File: src/rtl/id_ex_stage.sv
// ID/EX pipeline register: it detects load-use hazards, forwards operands from
// EX/MEM and MEM/WB, and keeps a saturating count of inserted bubbles.
module id_ex_stage #(
   parameter int DATA_W = 32,
   parameter int CNT_W  = 16
) (
   input  logic              clk,
   input  logic              rst,
   input  logic [4:0]        IdRs,
   input  logic [4:0]        IdRt,
   input  logic [4:0]        IdRd,
   input  logic [DATA_W-1:0] IdRsData,
   input  logic [DATA_W-1:0] IdRtData,
   input  logic [DATA_W-1:0] IdImm,
   input  logic [4:0]        IdShamt,
   input  logic [2:0]        IdAluCtl,
   input  logic              IdAluSrc,
   input  logic              IdRegDst,
   input  logic              IdUsesRt,
   input  logic              IdRegWrite,
   input  logic              IdMemRead,
   input  logic              IdMemWrite,
   input  logic              Flush,
   input  logic              ExMemRegWrite,
   input  logic [4:0]        ExMemRd,
   input  logic [DATA_W-1:0] ExMemData,
   input  logic              MemWbRegWrite,
   input  logic [4:0]        MemWbRd,
   input  logic [DATA_W-1:0] MemWbData,
   output logic [2:0]        Ctl,
   output logic [4:0]        Shamt,
   output logic [DATA_W-1:0] DataA,
   output logic [DATA_W-1:0] DataB,
   output logic [4:0]        ExRd,
   output logic              ExRegWrite,
   output logic              ExMemRead,
   output logic              ExMemWrite,
   output logic [DATA_W-1:0] ExStoreData,
   output logic              Stall,
   output logic [CNT_W-1:0]  BubbleCount
);

   localparam logic [CNT_W-1:0] CNT_ONE = {{(CNT_W-1){1'b0}}, 1'b1};

   logic [4:0]        r_rs, r_rt, r_rd, r_shamt;
   logic [DATA_W-1:0] r_rs_data, r_rt_data, r_imm;
   logic [2:0]        r_ctl;
   logic              r_alu_src, r_reg_write, r_mem_read, r_mem_write;
   logic [CNT_W-1:0]  r_bubble_cnt;

   logic              w_stall, w_bubble;
   logic [DATA_W-1:0] w_fwd_rs, w_fwd_rt;

   // A load in EX whose destination is read in ID must wait one cycle; a
   // flush kills the ID instruction anyway, so it masks the stall.
   assign w_stall  = r_mem_read && (r_rd != 5'd0) &&
                     ((r_rd == IdRs) || (IdUsesRt && (r_rd == IdRt))) && !Flush;
   assign w_bubble = w_stall || Flush;

   always_comb begin
      // NOTE: defaults first so every path assigns both outputs -- no latch inferred.
      w_fwd_rs = r_rs_data;
      w_fwd_rt = r_rt_data;
      if (ExMemRegWrite && (ExMemRd != 5'd0) && (ExMemRd == r_rs))
         w_fwd_rs = ExMemData;
      else if (MemWbRegWrite && (MemWbRd != 5'd0) && (MemWbRd == r_rs))
         w_fwd_rs = MemWbData;
      if (ExMemRegWrite && (ExMemRd != 5'd0) && (ExMemRd == r_rt))
         w_fwd_rt = ExMemData;
      else if (MemWbRegWrite && (MemWbRd != 5'd0) && (MemWbRd == r_rt))
         w_fwd_rt = MemWbData;
   end

   always_ff @(posedge clk) begin
      // NOTE: non-blocking assignments keep every register sampling pre-edge values.
      if (rst || w_bubble) begin
         r_rs        <= '0;
         r_rt        <= '0;
         r_rd        <= '0;
         r_shamt     <= '0;
         r_rs_data   <= '0;
         r_rt_data   <= '0;
         r_imm       <= '0;
         r_ctl       <= '0;
         r_alu_src   <= 1'b0;
         r_reg_write <= 1'b0;
         r_mem_read  <= 1'b0;
         r_mem_write <= 1'b0;
      end else begin
         r_rs        <= IdRs;
         r_rt        <= IdRt;
         r_rd        <= IdRegDst ? IdRd : IdRt;
         r_shamt     <= IdShamt;
         r_rs_data   <= IdRsData;
         r_rt_data   <= IdRtData;
         r_imm       <= IdImm;
         r_ctl       <= IdAluCtl;
         r_alu_src   <= IdAluSrc;
         r_reg_write <= IdRegWrite;
         r_mem_read  <= IdMemRead;
         r_mem_write <= IdMemWrite;
      end
   end

   // Reset edges clear the count without counting themselves as bubbles.
   always_ff @(posedge clk) begin
      if (rst)
         r_bubble_cnt <= '0;
      else if (w_bubble && (r_bubble_cnt != '1))
         r_bubble_cnt <= r_bubble_cnt + CNT_ONE;
   end

   assign Ctl         = r_ctl;
   assign Shamt       = r_shamt;
   assign DataA       = w_fwd_rs;
   assign DataB       = r_alu_src ? r_imm : w_fwd_rt;
   assign ExStoreData = w_fwd_rt;
   assign ExRd        = r_rd;
   assign ExRegWrite  = r_reg_write;
   assign ExMemRead   = r_mem_read;
   assign ExMemWrite  = r_mem_write;
   assign Stall       = w_stall;
   assign BubbleCount = r_bubble_cnt;

endmodule

File: config.mk
export PLATFORM = sky130hd
export DESIGN_NAME = id_ex_stage
export DESIGN_NICKNAME = d
export VERILOG_FILES = /design/src/rtl/id_ex_stage.sv
export SDC_FILE = /design/constraint.sdc
export NUM_CORES = 1
export LEC_CHECK = 0
export CAP_MARGIN = 20
export CORE_AREA = 2 2 137 139
export DETAILED_ROUTE_END_ITERATION = 10
export DIE_AREA = 0 0 139 141
export PLACE_DENSITY_LB_ADDON = 0.2
export SLEW_MARGIN = 10
export SYNTH_ARGS = -nofsm -noshare
export SYNTH_HDL_FRONTEND = slang
export SYNTH_SLANG_ARGS = --single-unit
File: constraint.sdc
create_clock -name clk -period 3.6 [get_ports clk]
set_input_delay 0.9 -clock clk [delete_from_list [all_inputs] [get_ports clk]]
set_output_delay 0.9 -clock clk [all_outputs]
set_load 0.05 [all_outputs]
### After elaboration in Yosys (flattened, before gate mapping)

Index checks and enable logic that the tools add are counted.
Widths: inputs -> output; s select.

| operators by class | value |
|---|---|
| multiplexer cells | 6 |
| equality and inequality tests | 7 |
| reduce and logical (&&, ||, !) cells | 18 |
| add/subtract/negate cells | 1 |

Operator list:

| cell | count |
|---|---|
| $mux 32 | 5 |
| $eq 5x5->1 | 6 |
| $add 16x1->16 const B | 1 |
| $ne 16x16->1 const B | 1 |
| $reduce_bool 5->1 | 3 |
| $logic_and 1x1->1 | 11 |
| $mux 5 | 1 |
| $logic_or 1x1->1 | 3 |
| $logic_not 1->1 | 1 |

| word-level totals | value |
|---|---|
| bits in registers | 139 |
| input bits | 204 |
| output and inout bits | 129 |

### Depth between registers and ports, before layout

Gate-level depths: netlist of run 1.

| logic depth | value |
|---|---|
| depth after elaboration | 7 |
| mapped depth | 9 |

### Worst setup path after synthesis of run 1

OpenSTA, ideal clock, no wires.

| timing path | value |
|---|---|
| kind | input port to output port |
| start | input ExMemRd[1] |
| end | output DataA[10] |
| buffers on the path | 1 |
| path slack | -0.322 ns |
| data required time | 2.700 ns |
| arrival time | 3.022 ns |
| stages on the path | 7 |
| cell sequence | or4_1 > o21ai_0 > nor4_1 > nand3_1 > clkbuf_1 > nor2_1 > a21oi_1 |

| between the ends | value |
|---|---|
| cells in the longest elaborated chain, start to end | 4 |

Ends and longest elaborated chain:

| element | line | RTL |
|---|---|---|
| start, declared | 25 | `input logic [4:0] ExMemRd,` |
| $reduce_bool 5->1 | 64 | `if (ExMemRegWrite && (ExMemRd != 5'd0) && (ExMemRd == r_rs))` |
| $logic_and 1x1->1 | 64 |  |
| $logic_and 1x1->1 * | 64 |  |
| $mux 32 * | 64 |  |
| end, declared | 32 | `output logic [DATA_W-1:0] DataA,` |

Every way passes the cells marked *; elsewhere a longest branch is shown, timed or not.

### Worst setup path in the final report of run 1

| timing path | value |
|---|---|
| start | input MemWbRd[2] |
| end | output DataB[14] |

| between the ends | value |
|---|---|
| cells in the longest elaborated chain, start to end | 6 |

Ends and longest elaborated chain:

| element | line | RTL |
|---|---|---|
| start, declared | 28 | `input logic [4:0] MemWbRd,` |
| $reduce_bool 5->1 | 70 | `else if (MemWbRegWrite && (MemWbRd != 5'd0) && (MemWbRd == r_rt))` |
| $logic_and 1x1->1 | 70 |  |
| $logic_and 1x1->1 * | 70 |  |
| $mux 32 * | 70 |  |
| $mux 32 * | 68 | `if (ExMemRegWrite && (ExMemRd != 5'd0) && (ExMemRd == r_rt))` |
| $mux 32 * | 116 | `assign DataB = r_alu_src ? r_imm : w_fwd_rt;` |
| end, declared | 33 | `output logic [DATA_W-1:0] DataB,` |

Marks and branches as above.

==> summary.txt, run 1 <==
CTS
  • Number of buffers created by CTS: 17
  • Level count of the clock H-tree: 4
  • Number of buffers inserted for hold repair after clock tree synthesis: 0
  • CTS tree: done
  • Root Buffer: sky130_fd_sc_hd__clkbuf_16
  • Buffers from clock root to sink, at most: 2
  • Number of clock sinks: around 140
  • Insertion delay of the later-clocked pin in the worst-skew pair: between 0.4 and 0.5 ns
  • Clock transition at the register clock pins on the worst setup and hold paths after CTS: 0.05 ns

STA
  • Fraction of the cycle the final worst path needs: 1.13
  • Slack of the critical path: -0.459 ns
  • Total count of max-transition violations in the final report: 0
  • Final worst hold slack: about 0.5 ns
  • Final min period: about 4 ns
  • Summed negative setup slack over all endpoints: -24.69 ns
  • Clock Skews: slightly below 0.01 ns
  • Final-report setup violation count: 96
  • Least-Margin Pin Slew: ~0.65 ns
  • RSZ-0062 raised after global routing: yes
  • Fmax: about 250 MHz
  • Relative max-transition margin: 0.567
  • Number of hold-slack violations in the final timing report: 0

Setup path
  • Max Fanout on Critical Path: 8
  • Worst EP arrival: approximately 3.2 ns
  • Worst R2R Start: ExRd[1]
  • Logic depth of the worst path, buffers included: 10
  • Delay contributed by the slowest stage of the critical path: between 0.5 and 0.6 ns
  • CP Class: in2out
  • Worst setup EP type: primary output
  • Startpoint of the most critical setup path: MemWbRd[2]
  • Slack of the worst reg-to-reg path: approximately 1.3 ns
  • Number of cell instances on the worst register-to-register path: 7
  • Cell type group with the largest total delay on the critical path: multiplexers
  • Cell Chain, Critical Path: buf_6, or4_4, o21ai_4, nor4_4, buf_6, buf_16, mux2_4, mux2_4, mux2_4, buf_8
  • Combined buffer and inverter count along the critical path: 4
  • Required arrival time at the worst endpoint: 2.70 ns
  • Critical path launch point type: primary input
  • Cell with the largest stage delay on the worst path: sky130_fd_sc_hd__or4_4
  • Library cell appearing most often on the critical path: sky130_fd_sc_hd__mux2_4
  • End of the worst register-to-register path: BubbleCount[11]

Yosys
  • Simple-gate share of the synthesized area: 0.192
  • Dominant combinational cell family by area after synthesis: multiplexers
  • Adder and majority gate portion of the synthesized area: 0.00190
  • Cells after Synth: between 600 and 700
  • Number of distinct library cells after synthesis: 39
  • Area fraction of the dominant cell type after synthesis: 0.423
  • Share of the synthesized area in compound gates (AO/OA/AOI/OAI): 0.0451
  • Post-synthesis mux area share: 0.265
  • Net count of the mapped netlist: slightly above 800
  • Largest area contributor in the synthesized netlist: sky130_fd_sc_hd__dfxtp_1
  • Biggest area contributors in the synthesized netlist: sky130_fd_sc_hd__dfxtp_1 42%, sky130_fd_sc_hd__mux2_4 14%, sky130_fd_sc_hd__and2_1 11%
  • Share of the yosys chip area belonging to registers: 0.423
  • Average instance area after synthesis: roughly 11 um^2
  • Parity-gate share of the synthesized area counting xor and xnor cells: 0.0453
  • Yosys warns: 0
  • Flip-flop and latch count after synthesis: 139
  • Synthesized cell area: 0.00657 mm^2

Power
  • Leakage dissipation: between 5 and 6 nW
  • Proportion of total power due to net switching: 0.265
  • Max VDD drop: between 0.3 and 0.4 mV
  • Part of the power in the clock network: 0.410
  • Internal power component: ~3.5 mW
  • Switching power of the nets: roughly 1.3 mW
  • Logic gate share of total power: 0.251
  • Power density cells: between 300 and 400 mW/mm^2
  • Sequential Power Share: 0.339

Drt
  • Number of vias per cell: approximately 4.8
  • Total DRC errors in the routed layout: 0
  • Violation count after the first detailed-route iteration: 194
  • Vias: about 6,200
  • First-pass DRT Iterations: 4
  • Routed Wire Length: 26,000 um
  • Antenna-violating nets left: 0
  • Average wire length per cell after detail routing: 20.0 um

Placement
  • Post-detailed-placement half-perimeter wirelength: approximately 16,000 um
  • Count of buffers from port buffering: 332
  • Routability-driven placement congestion ratio: approximately 0.85

Min path
  • Capture endpoint of the worst hold path: BubbleCount[14]
  • Worst min path class: reg2reg
  • Hold wc startpoint: BubbleCount[14]
  • Hold depth: 2

Global routing
  • Via count of the first global-routing pass: slightly above 6,000
  • Pin count of the biggest net entering global routing: 97
  • Total congestion overflow: 0
  • Overall track demand over capacity in global routing: 0.237
  • Initial antenna violation count: 4
  • Global-route wire length before repair: ~36,000 um

Floorplan
  • Die width: between 100 and 150 um
  • Vertical die dimension: approximately 140 um
  • Number of top-level pins: between 300 and 400
  • Core area: around 0.018 mm^2
  • Area of the die: about 0.020 mm^2
  • Initial core utilization: 0.360
  • Row count: 50

Status
  • Violated checks: negative setup slack
  • Outcome: complete, but fails checks

Layout
  • # nets final: about 1,300
  • Area overhead of the layout relative to synthesis: 106%
  • Layout cells sized above 1: 0.425
  • Fill cell instance count of the final layout: between 1,000 and 1,500

Run
  • Max Cap Violations: 0
cell type report:
type	count	area, um^2	area share
Clock inverter	10	188	0.0138
Inverter	2	7.51	0.000553
Timing Repair Buffer	438	5300	0.391
Multi-Input combinational cell	449	4510	0.332
Clock buffer	22	474	0.0350
Antenna cell	4	10.0	0.000738
Sequential cell	139	2780	0.205
Tap cell	234	293	0.0216
worst max path at each step:
stage	end
2_1_floorplan	DataB[10]
4_1_cts	DataB[6]
6_report	DataB[14]
3_5_place_dp	DataB[31]
3_3_place_gp	DataB[20]
5_1_grt	DataB[14]
flip-flops by register name (all words and copies together), names as in the netlist, 3 cells and up:
signal	flops
r_imm	32
Shamt	5
r_rt_data	32
Ctl	3
r_rt	5
r_rs	5
r_rs_data	32
BubbleCount	16
ExRd	5
layer usage:
layer	global-route usage	vias up	part of all wire
met5	0	-	0
met3	0.0673	39	0.056
li1	-	2971	-
met4	0.0787	0	0.026
met2	0.439	214	0.53
met1	0.261	2951	0.38
cell usage after synthesis:
cell type                  number
sky130_fd_sc_hd__o221a_2        1
sky130_fd_sc_hd__mux2_4        60
sky130_fd_sc_hd__or3_1          1
sky130_fd_sc_hd__o22ai_1        1
sky130_fd_sc_hd__o21ai_4        1
sky130_fd_sc_hd__inv_1          2
sky130_fd_sc_hd__clkbuf_1      23
sky130_fd_sc_hd__or4_4          1
sky130_fd_sc_hd__xor2_1        10
sky130_fd_sc_hd__nor3b_1        1
sky130_fd_sc_hd__o21a_1         1
sky130_fd_sc_hd__nand2b_1       6
sky130_fd_sc_hd__buf_2          7
sky130_fd_sc_hd__buf_4          1
sky130_fd_sc_hd__dfxtp_1      139
sky130_fd_sc_hd__nor4_2         2
sky130_fd_sc_hd__mux2_2        41
sky130_fd_sc_hd__o32ai_1        1
sky130_fd_sc_hd__a21oi_1       37
sky130_fd_sc_hd__nor2b_1        6
sky130_fd_sc_hd__nor3_1         3
sky130_fd_sc_hd__o21ai_0        2
sky130_fd_sc_hd__buf_6          3
sky130_fd_sc_hd__xnor2_1       24
sky130_fd_sc_hd__a31o_2         4
sky130_fd_sc_hd__nand2_1        4
sky130_fd_sc_hd__nand4_1        3
sky130_fd_sc_hd__and4_1         1
sky130_fd_sc_hd__and3_1         7
sky130_fd_sc_hd__nor4_1         2
sky130_fd_sc_hd__ha_1           1
sky130_fd_sc_hd__a211oi_1       1
sky130_fd_sc_hd__mux2i_1       38
sky130_fd_sc_hd__buf_1          2
sky130_fd_sc_hd__and2_1       118
sky130_fd_sc_hd__nor2_1        55
sky130_fd_sc_hd__or4_1          2
sky130_fd_sc_hd__nand3_1       13
sky130_fd_sc_hd__a21oi_2        1
cells by family (layout without fill, tap and decap cells):
family,after synthesis,after routing
simple gates,225,225
other cells,0,4
flops,139,139
xor+xnor,34,34
compound gates,50,50
fa+ha+maj,1,1
mux,139,139
buf+inv,38,472
placed cells by master, fill, tap and decap left out, types with 6 or more instances in the layout:
master,count
sky130_fd_sc_hd__clkdlybuf4s50_1,223
sky130_fd_sc_hd__dfxtp_1,138
sky130_fd_sc_hd__and2_1,118
sky130_fd_sc_hd__mux2_4,96
sky130_fd_sc_hd__buf_6,65
sky130_fd_sc_hd__buf_12,51
sky130_fd_sc_hd__buf_8,46
sky130_fd_sc_hd__buf_4,33
sky130_fd_sc_hd__a21oi_4,25
sky130_fd_sc_hd__nor2_1,24
sky130_fd_sc_hd__xnor2_1,23
sky130_fd_sc_hd__clkbuf_16,21
sky130_fd_sc_hd__nor2_2,18
sky130_fd_sc_hd__mux2i_1,15
sky130_fd_sc_hd__nor2_4,13
sky130_fd_sc_hd__mux2i_4,12
sky130_fd_sc_hd__mux2i_2,11
sky130_fd_sc_hd__nand3_1,10
sky130_fd_sc_hd__xor2_1,8
sky130_fd_sc_hd__a21oi_2,8
sky130_fd_sc_hd__buf_16,8
sky130_fd_sc_hd__and3_1,7
sky130_fd_sc_hd__nand2b_1,6
stage by stage:
| stage | power (mW) | worst slack, ns | cells | instance area, um^2 | util |
|---|---|---|---|---|---|
| final | 4.81 | -0.459 | 1298 | 13600 | 0.743 |
| after global routing | 4.96 | -0.486 | 1297 | 13600 | 0.742 |
| after CTS | 4.74 | -0.502 | 1257 | 12600 | 0.690 |
| after detailed placement | 2.68 | -0.753 | 1200 | 11000 | 0.605 |
| after global placement | 2.68 | -0.732 | 1200 | 11000 | 0.605 |
| after floorplan | 2.19 | -0.159 | 626 | 7000 | - |
tightest hold or removal path: cells and delay by family, from the launching register on:
family / cells / cell delay [ns]
compound gates: 2 / 0.13
flops: 1 / 0.33
power groups by stage:
stage	registers [mW]	clock network [mW]	logic [mW]
4_1_cts	1.63	2.00	1.12
2_1_floorplan	1.68	0	0.509
5_1_grt	1.64	2.07	1.25
3_5_place_dp	1.66	0	1.02
6_report	1.63	1.97	1.21
3_3_place_gp	1.66	0	1.02
what timing repair did:
action / in CTS / in global routing
gates cloned: 8 / 5
buffers inserted: 19 / 42
pin swaps: 40 / 13
setup endpoints to repair: 96 / 96
hold endpoints to repair: 0 / 0
gates resized for setup: 174 / 149
(Power assumes the default switching activity.)
==> run 2, diff against run 1 <==
--- a/config.mk
+++ b/config.mk
@@ -6,10 +6,12 @@
 export NUM_CORES = 1
 export LEC_CHECK = 0
 export CAP_MARGIN = 20
-export CORE_AREA = 2 2 137 139
+export CORE_AREA = 8 8 143 145
 export DETAILED_ROUTE_END_ITERATION = 10
-export DIE_AREA = 0 0 139 141
+export DIE_AREA = 0 0 151 153
+export GPL_TIMING_DRIVEN = 0
 export PLACE_DENSITY_LB_ADDON = 0.2
+export RECOVER_POWER = 100
 export SLEW_MARGIN = 10
 export SYNTH_ARGS = -nofsm -noshare
 export SYNTH_HDL_FRONTEND = slang
==> run 2 against run 1 <==
The flow still finishes with violations (negative setup slack). Global-route usage shrank 3.2 points. Final cell count shrank 3.5%. Flip-flop and latch count is the same. Clock power shrank 15%. Worst hold slack gained 0.011 ns. Non-clock buffer count shrank 40. Wire length shrank 4.3%. Sequential power is essentially flat. Critical path depth is the same. Critical endpoint is now DataB[26].
==> summary.txt, run 2 (same netlist as run 1, synthesis figures left out) <==
Layout
  • Final Instance Count excl. Fillers: ~1,300
  • Final core utilization: 0.665
  • Fill cell instance count of the final layout: around 1,400
  • # nets final: approximately 1,200
  • FF+latch area: 0.00278 mm^2
  • Total area of multi-input combinational cells: ~0.0042 mm^2
  • Largest registers in the final layout: r_imm x32, r_rs_data x32, r_rt_data x32
  • Leading cell types in the layout, fill and taps excluded: 188 x sky130_fd_sc_hd__clkdlybuf4s50_1, 139 x sky130_fd_sc_hd__dfxtp_1, 94 x sky130_fd_sc_hd__mux2_4, 79 x sky130_fd_sc_hd__and2_1, 74 x sky130_fd_sc_hd__buf_6
  • Area overhead of the layout relative to synthesis: 84.7%
  • Layout cells sized above 1: 0.343
  • Commonest non-fill, non-tap cell in the layout: sky130_fd_sc_hd__clkdlybuf4s50_1

Drt
  • Routed Wire Length: around 25,000 um
  • First-pass DRT Iterations: 4
  • Vias: between 5,000 and 6,000
  • Number of vias per cell: 4.61
  • Total DRC errors in the routed layout: 0
  • Average wire length per cell after detail routing: roughly 20 um
  • Detailed-route wire length on metal 1: around 10000 um
  • Antenna-violating nets left: 0
  • Met3 Wirelength: slightly below 2000 um
  • Met2 layer wire length in the routed design: between 10,000 and 15,000 um
  • Violation count after the first detailed-route iteration: roughly 190
  • Top Layer Used: met5

Placement
  • Routability-driven placement congestion ratio: roughly 0.79
  • Post-detailed-placement half-perimeter wirelength: approximately 19,000 um
  • Count of buffers from port buffering: between 300 and 400
  • Post-placement setup slack: -1.78 ns
  • Placed Instances: approximately 1,200

Setup path
  • Slack of the worst reg-to-reg path: approximately 0.37 ns
  • Required arrival time at the worst endpoint: approximately 2.7 ns
  • Critical path launch point type: primary input
  • Worst setup EP type: primary output
  • Max Fanout on Critical Path: 5
  • Number of cell instances on the worst register-to-register path: 8
  • End of the worst register-to-register path: r_rt_data[22]
  • Worst R2R Start: ExRd[1]
  • CP Class: in2out
  • Worst EP arrival: ~3.3 ns

STA
  • Least-Margin Pin Slew: approximately 0.97 ns
  • RSZ-0062 raised after global routing: yes
  • Clock Skews: between 0.008 and 0.009 ns
  • Fraction of the cycle the final worst path needs: 1.17
  • Final min period: approximately 4.2 ns
  • Slack of the critical path: -0.627 ns
  • Number of hold-slack violations in the final timing report: 0
  • Final worst hold slack: around 0.52 ns
  • Fmax: approximately 240 MHz
  • Final-report setup violation count: 98
  • Total count of max-transition violations in the final report: 0
  • Summed negative setup slack over all endpoints: -25.97 ns
  • Relative max-transition margin: 0.353

Global routing
  • Overall track demand over capacity in global routing: 0.205
  • Global-route wire length before repair: ~36,000 um
  • Pin count of the biggest net entering global routing: 17
  • Total congestion overflow: 0
  • Initial antenna violation count: 6
  • Via count of the first global-routing pass: around 6,000

Min path
  • Hold wc startpoint: BubbleCount[12]
  • Hold depth: 2
  • Capture endpoint of the worst hold path: BubbleCount[12]
  • Worst min path class: reg2reg

Power
  • Logic gate share of total power: 0.242
  • Power density cells: around 360 mW/mm^2
  • Switching power of the nets: 1.18 mW
  • Internal power component: between 3 and 4 mW
  • Max VDD drop: approximately 0.31 mV
  • Leakage dissipation: approximately 5.0 nW
  • Proportion of total power due to net switching: 0.271
  • Sequential Power Share: 0.373
  • Part of the power in the clock network: 0.385

Floorplan
  • Die width: 151 um
  • Initial core utilization: 0.360
  • Number of top-level pins: 333
  • Area of the die: approximately 0.023 mm^2
  • Core area: approximately 0.018 mm^2
  • Vertical die dimension: 153 um
  • Row count: 50

CTS
  • Insertion delay of the later-clocked pin in the worst-skew pair: ~0.41 ns
  • Clock transition at the register clock pins on the worst setup and hold paths after CTS: around 0.06 ns
  • Number of clock sinks: approximately 140
  • Buffers from clock root to sink, at most: 2
  • Number of buffers inserted for hold repair after clock tree synthesis: 0
  • Number of buffers created by CTS: 17
  • Level count of the clock H-tree: 4
  • Root Buffer: sky130_fd_sc_hd__clkbuf_16
  • CTS tree: done

Status
  • Violated checks: negative setup slack
  • Outcome: complete, but fails checks

Run
  • Max Cap Violations: 0
==> run 2: cell count changes in the layout (fill, tap and decap cells not counted), moves of 17 or more <==
cell                              previous run  this run
sky130_fd_sc_hd__nor2_1                     24        54
sky130_fd_sc_hd__clkbuf_1                    2        21
sky130_fd_sc_hd__dlygate4sd3_1               0        33
sky130_fd_sc_hd__and2_1                    118        79
sky130_fd_sc_hd__clkdlybuf4s50_1           223       188
sky130_fd_sc_hd__nor2_2                     18         0
sky130_fd_sc_hd__and2_0                      0        39
sky130_fd_sc_hd__buf_4                      33        16
sky130_fd_sc_hd__buf_12                     51        11
==> run 2: layout make-up <==
type / instances / area share
Buffer: 36 / 0.0275
Tap cell: 234 / 0.0241
Clock inverter: 8 / 0.00793
Multi-Input combinational cell: 449 / 0.350
Sequential cell: 139 / 0.229
Antenna cell: 2 / 0.000412
Inverter: 2 / 0.000618
Timing Repair Buffer: 362 / 0.322
Clock buffer: 21 / 0.0379
==> run 2: critical path: stages <==
cell	delay [ns]
sky130_fd_sc_hd__buf_8	0.09
sky130_fd_sc_hd__or4_4	0.53
sky130_fd_sc_hd__o21ai_4	0.18
sky130_fd_sc_hd__nor4_4	0.07
sky130_fd_sc_hd__buf_6	0.14
sky130_fd_sc_hd__buf_12	0.13
sky130_fd_sc_hd__mux2_4	0.29
sky130_fd_sc_hd__mux2_4	0.27
sky130_fd_sc_hd__mux2_4	0.27
sky130_fd_sc_hd__dlygate4sd2_1	0.44
==> run 2: routing by layer <==
metal | vias up | GRT usage
li1 | 2877 | -
met1 | 2684 | 0.234
met4 | 8 | 0.0556
met5 | - | 0
met2 | 189 | 0.357
met3 | 17 | 0.0655
==> run 2: power by group through the flow <==
stage	Combinational, mW	Clock [mW]	Sequential, mW
6_report	1.06	1.68	1.62
5_1_grt	1.10	1.78	1.63
4_1_cts	0.983	1.72	1.62
3_5_place_dp	0.971	0	1.65
3_3_place_gp	0.964	0	1.65
2_1_floorplan	0.509	0	1.68
==> run 2: per-stage QoR <==
stage | power, mW | cell area, um^2
floorplan | 2.19 | 7000
global placement | 2.62 | 10600
detailed placement | 2.63 | 10600
CTS | 4.33 | 11600
global route | 4.51 | 12100
finish | 4.36 | 12100
==> run 2: worst max-delay path by stage <==
stage                     from   endpoint
floorplan           MemWbRd[1]  DataB[10]
global route        MemWbRd[4]  DataB[26]
CTS                 MemWbRd[0]  DataB[26]
detailed placement  ExMemRd[2]  DataA[25]
finish              MemWbRd[4]  DataB[26]
global placement    ExMemRd[2]  DataA[25]
==> run 2: repair_timing <==
item | in CTS | in global routing
resized for setup | 404 | 429
gates cloned | 3 | 1
buffers inserted | 12 | 17
pin swaps | 24 | 8
endpoints found under the setup margin | 97 | 97
